File: config.mk
export PLATFORM = sky130hd
export DESIGN_NAME = fetch_controller
export DESIGN_NICKNAME = d
export VERILOG_FILES = /design/src/rtl/fetch_controller.sv
export SDC_FILE = /design/constraint.sdc
export NUM_CORES = 1
export LEC_CHECK = 0
export ABC_AREA = 0
export BUFFER_PORTS_ARGS = -buffer_cell sky130_fd_sc_hd__buf_2
export CAP_MARGIN = 30
export CORE_ASPECT_RATIO = 1.75
export CORE_UTILIZATION = 40
export CTS_BUF_LIST = sky130_fd_sc_hd__clkbuf_8
export CTS_CLUSTER_DIAMETER = 30
export DETAILED_ROUTE_END_ITERATION = 8
export MAX_ROUTING_LAYER = met4
export PLACE_DENSITY = 0.71
export SYNTH_ARGS = -nofsm -noshare
export SYNTH_HDL_FRONTEND = slang
export SYNTH_SLANG_ARGS = --single-unit
export TNS_END_PERCENT = 1
File: constraint.sdc
create_clock -name clk_i -period 1.9 [get_ports clk_i]
set_input_delay 0.38 -clock clk_i [delete_from_list [all_inputs] [get_ports clk_i]]
set_output_delay 0.38 -clock clk_i [all_outputs]
set_load 0.01 [all_outputs]
File: src/rtl/fetch_controller.sv
`default_nettype none
// ============================================================================
//  Module      : fetch_controller
//  Description : Instruction-fetch sequencer for the multi-cycle RISC-V core.
//                Owns the fetch address, runs a single-outstanding
//                request/grant/rvalid handshake to instruction memory and
//                presents each fetched word to decode with its PC. Jump and
//                branch redirects arrive on pc_set_i/pc_target_i; a response
//                that is in flight when a redirect arrives is discarded.
//  Revision    : 1.0 - initial release
// ----------------------------------------------------------------------------
//  Ports
//    clk_i           in   1   clock
//    rst_i           in   1   synchronous active-high reset
//    fetch_en_i      in   1   permits new requests (never aborts one)
//    instr_req_o     out  1   memory request (state REQ)
//    instr_addr_o    out  32  request address, word aligned
//    instr_gnt_i     in   1   memory accepted the request
//    instr_rvalid_i  in   1   read data valid
//    instr_rdata_i   in   32  read data
//    instr_valid_o   out  1   instr_o/instr_pc_o valid (state HOLD)
//    instr_o         out  32  fetched instruction word
//    instr_pc_o      out  32  address of instr_o
//    instr_ready_i   in   1   decode consumes the presented instruction
//    pc_set_i        in   1   redirect strobe
//    pc_target_i     in   32  redirect address
//    misalign_o      out  1   pulse: previous redirect target not aligned
// ============================================================================
module fetch_controller #(
    parameter logic [31:0] BOOT_ADDR = 32'h0000_0000
) (
    input  logic        clk_i,
    input  logic        rst_i,
    input  logic        fetch_en_i,
    output logic        instr_req_o,
    output logic [31:0] instr_addr_o,
    input  logic        instr_gnt_i,
    input  logic        instr_rvalid_i,
    input  logic [31:0] instr_rdata_i,
    output logic        instr_valid_o,
    output logic [31:0] instr_o,
    output logic [31:0] instr_pc_o,
    input  logic        instr_ready_i,
    input  logic        pc_set_i,
    input  logic [31:0] pc_target_i,
    output logic        misalign_o
);

    typedef enum logic [1:0] {
        ST_IDLE = 2'd0,
        ST_REQ  = 2'd1,
        ST_WAIT = 2'd2,
        ST_HOLD = 2'd3
    } state_t;

    localparam logic [31:0] c_WORD_STEP = 32'd4;

    state_t      r_state;
    state_t      w_state_nxt;
    logic [31:0] r_addr;
    logic [31:0] w_addr_nxt;
    logic        r_kill;
    logic        w_kill_nxt;
    logic [31:0] r_tgt;
    logic [31:0] w_tgt_nxt;
    logic [31:0] r_instr;
    logic [31:0] w_instr_nxt;
    logic [31:0] r_pc;
    logic [31:0] w_pc_nxt;
    logic        r_misalign;
    logic        w_misalign_nxt;

    // Redirect targets are forced onto a word boundary; the dropped low bits
    // only feed the misalignment flag.
    logic [31:0] w_target;
    // Where to go once a transaction (or a dropped one) is finished.
    state_t      w_state_after;

    assign w_target      = {pc_target_i[31:2], 2'b00};
    assign w_state_after = fetch_en_i ? ST_REQ : ST_IDLE;

    // ------------------------------------------------------------------
    // Next-state and datapath decode
    // ------------------------------------------------------------------
    always_comb begin
        w_state_nxt    = r_state;
        w_addr_nxt     = r_addr;
        w_kill_nxt     = r_kill;
        w_tgt_nxt      = r_tgt;
        w_instr_nxt    = r_instr;
        w_pc_nxt       = r_pc;
        w_misalign_nxt = pc_set_i & (pc_target_i[1:0] != 2'b00);

        case (r_state)
            ST_IDLE: begin
                // No transaction open: a redirect can move the address directly.
                if (pc_set_i) begin
                    w_addr_nxt = w_target;
                end
                if (fetch_en_i) begin
                    w_state_nxt = ST_REQ;
                end
            end

            ST_REQ: begin
                // The address must stay stable while the request is pending,
                // so a redirect is parked in tgt and the response marked stale.
                if (pc_set_i) begin
                    w_kill_nxt = 1'b1;
                    w_tgt_nxt  = w_target;
                end
                if (instr_gnt_i) begin
                    w_state_nxt = ST_WAIT;
                end
            end

            ST_WAIT: begin
                if (instr_rvalid_i) begin
                    if (pc_set_i) begin
                        // Redirect coincides with the response: the fresh
                        // target supersedes anything parked earlier.
                        w_addr_nxt  = w_target;
                        w_kill_nxt  = 1'b0;
                        w_state_nxt = w_state_after;
                    end else if (r_kill) begin
                        w_addr_nxt  = r_tgt;
                        w_kill_nxt  = 1'b0;
                        w_state_nxt = w_state_after;
                    end else begin
                        w_instr_nxt = instr_rdata_i;
                        w_pc_nxt    = r_addr;
                        w_state_nxt = ST_HOLD;
                    end
                end else if (pc_set_i) begin
                    w_kill_nxt = 1'b1;
                    w_tgt_nxt  = w_target;
                end
            end

            ST_HOLD: begin
                // A redirect wins over a simultaneous consume: the held
                // instruction is on the wrong path.
                if (pc_set_i) begin
                    w_addr_nxt  = w_target;
                    w_state_nxt = w_state_after;
                end else if (instr_ready_i) begin
                    w_addr_nxt  = r_addr + c_WORD_STEP;
                    w_state_nxt = w_state_after;
                end
            end

            default: begin
                w_state_nxt = ST_IDLE;
            end
        endcase
    end

    // ------------------------------------------------------------------
    // State and datapath registers
    // ------------------------------------------------------------------
    always_ff @(posedge clk_i) begin
        if (rst_i) begin
            r_state    <= ST_IDLE;
            r_addr     <= BOOT_ADDR;
            r_kill     <= 1'b0;
            r_tgt      <= 32'h0000_0000;
            r_instr    <= 32'h0000_0000;
            r_pc       <= 32'h0000_0000;
            r_misalign <= 1'b0;
        end else begin
            r_state    <= w_state_nxt;
            r_addr     <= w_addr_nxt;
            r_kill     <= w_kill_nxt;
            r_tgt      <= w_tgt_nxt;
            r_instr    <= w_instr_nxt;
            r_pc       <= w_pc_nxt;
            r_misalign <= w_misalign_nxt;
        end
    end

    // All outputs come from registers or from the state decode only.
    assign instr_req_o   = (r_state == ST_REQ);
    assign instr_valid_o = (r_state == ST_HOLD);
    assign instr_addr_o  = r_addr;
    assign instr_o       = r_instr;
    assign instr_pc_o    = r_pc;
    assign misalign_o    = r_misalign;

endmodule
`default_nettype wire

==> out/qor.csv <==
metric;value;unit
die_y;163;um
synth_cell_types;65;
area_growth;32.1;%
first_global_vias;5728;
worstSetupEndpointType;output pin;
nets;1034;
critical_path.startpoint_type;flop;
hp-start;instr_rdata_i[21];
yosys.area.top_type;dfxtp_1;
mappedNetlistArea;0.00592;mm^2
cts_root_buf;clkbuf_8;
synth.top_cells.by_count;nand2_1, dfxtp_1, a21oi_1, clkbuf_1;
p_sw;3650;uW
drtIter0Drc;456;
cts_tree;yes;
vias_per_cell;5.41;
synth-main-ff-cell;dfxtp_1;
finalCritPeriodShare;0.971;
grtUsageTotal;0.246;
post-place-ws;-0.0232;ns
synth_edf_count;0;
drt-total-wl;18700;um
utilization;0.541;
required;1.52;ns
synth.area.top_cells;dfxtp_1, nand2_1, a21oi_1;
seq_area_frac_synth;0.447;
worstMarginPinSlew;0.438;ns
swShare;0.380;
io_buffers;169;
final_cells;1151;
cts_hold_buffers;0;
combPwrFrac;0.372;
timing.slew.headroom;0.707;
synth.most_common_cell;nand2_1;
io_pins;170;
crit_arrival;1.46;ns
fin_skew;0.0138;ns
syn_inst;760;
die_area;0.0153;mm^2
routabilityCongestion;0.941;
report.final.slew_viol_count;0;
overflow;0;
period_needed;1.84;ns
cts_buffers;17;
cp_max_fo;3;
vdd_ir_drop_max;656;uV
intPower;5960;uW
ys_async_sr_fraction;0;
power_density;1230;mW/mm^2
row_count;58;
p_leak;0.00331;uW
rr_startpoint;r_state[0];
insertion_delay;0.45;ns
pwr-share-clk;0.252;
p_seq_frac;0.376;
finalSetupViolCount;0;
hold_violations;0;
clk_path_buf_depth;2;
htree_levels;4;
hold_depth;3;
grt_first_pass_wirelength;28400;um
ant_nets;0;
post_dp_cell_area;0.00734;mm^2
avgSynthCellArea;7.78;um^2
crit_type;flop to output pin;
dr.pass1.iters;7;
status;complete, no violations;
reg2regPathDepth;9;
dp_hpwl;13500;um
core;0.0144;mm^2
clk_pin_slew_worst_paths;0.09;ns
yosysTopAreaCellShare;0.447;
total_power;9610;uW
remaining_drc_errors;0;
start_util;0.410;
ys_ff_latch;132;
final_area;0.00782;mm^2
wl_per_cell;16.3;um
cts_num_sinks;132;
antenna_found_initial;1;
grt_max_degree;65;
synth_fp_nets;837;
hold_class;primary input to flop;
ys_warn_count;0;
die_width;93.9;um
drive_gt1_frac;0.307;
vias;6225;
postCtsSetupBuffers;0;
placed_cells;1117;
rsz0062_at_grt;yes;
fin_ws;0.0552;ns
setup.worst_path.start;r_state[1];
cap_violations;0;
max_freq;542;MHz
## flip-flops by register name, summed over array words and instances (netlist names)
register	count
instr_addr_o	32
instr_o	32
instr_pc_o	32
misalign_o	1
r_kill	1
r_state	2
r_tgt	32
## power by group through the flow
stage | Combinational, uW | Clock [uW] | Sequential [uW]
detailed placement | 3470 | 0 | 3660
floorplan | 1670 | 0 | 3810
finish | 3570 | 2420 | 3610
CTS | 3480 | 2470 | 3590
global route | 3880 | 2580 | 3660
global placement | 3440 | 0 | 3640
## layout by cell type (no fill, tap or decap), types with 4 or more instances in the layout
master and n:
a22o_1 15, nand3_1 14, o32ai_1 4, nand2_1 216
ha_1 5, buf_2 168, o21ai_1 4, o21ai_0 22
nand4_1 11, a211oi_1 4, a31oi_1 6, a21oi_1 120
inv_6 4, a221oi_1 4, and2_1 6, buf_4 61
clkbuf_8 18, nor2_1 25, inv_1 13, buf_12 7
nor3_1 14, a22oi_1 10, and3_1 5, a41oi_1 4
dfxtp_1 132
## what timing repair did
item / in CTS / in global routing
gates cloned: 0 / 1
pin swaps: 0 / 1
endpoints found under the setup margin: 13 / 65
gates resized for setup: 2 / 13
## worst paths after layout
kind,end,slack (ns)
setup / recovery,instr_req_o,0.06
hold / removal,instr_o[21],0.16
setup reg to reg,instr_addr_o[11],0.07
hold reg to reg,instr_o[5],0.45
## critical path: stages (launching register included)
cell and delay (ns):
dfxtp_1 0.33, buf_4 0.13, inv_1 0.07, ha_1 0.21, buf_4 0.15, buf_2 0.13
## kinds of logic after synthesis
| family | share of synthesized area |
|---|---|
| AOI/OAI and AO/OA | 0.235 |
| xor gates and xnor gates | 0.00148 |
| adders and majority gates | 0.0127 |
| buffers and inverters | 0.0548 |
| DFF | 0.447 |
| muxes | 0.00719 |
| and+or+nand+nor | 0.242 |
## per-stage QoR
stage | setup TNS [ns] | hold slack [ns]
floorplan | 0 | 0.434
global placement | 0 | 0.439
detailed placement | -0.0872 | 0.443
CTS | 0 | 0.140
global route | -0.348 | 0.135
finish | 0 | 0.159
## area by class of cell
class,count,area [um^2]
clock buffer,18,248
multi-input combinational,553,3000
timing repair buffer,240,1500
fill,1391,6630
antenna,1,2.50
clock inverter,14,151
tap,180,225
sequential,132,2640
inverter,13,48.8
## routing by layer
layer	vias to the layer above	GRT usage	wire length [um]
li1	3059	-	-
met1	2854	0.265	7380
met2	245	0.416	9470
met3	67	0.0453	977
met4	0	0.141	902
met5	-	-	0
(Power assumes the default switching activity.)
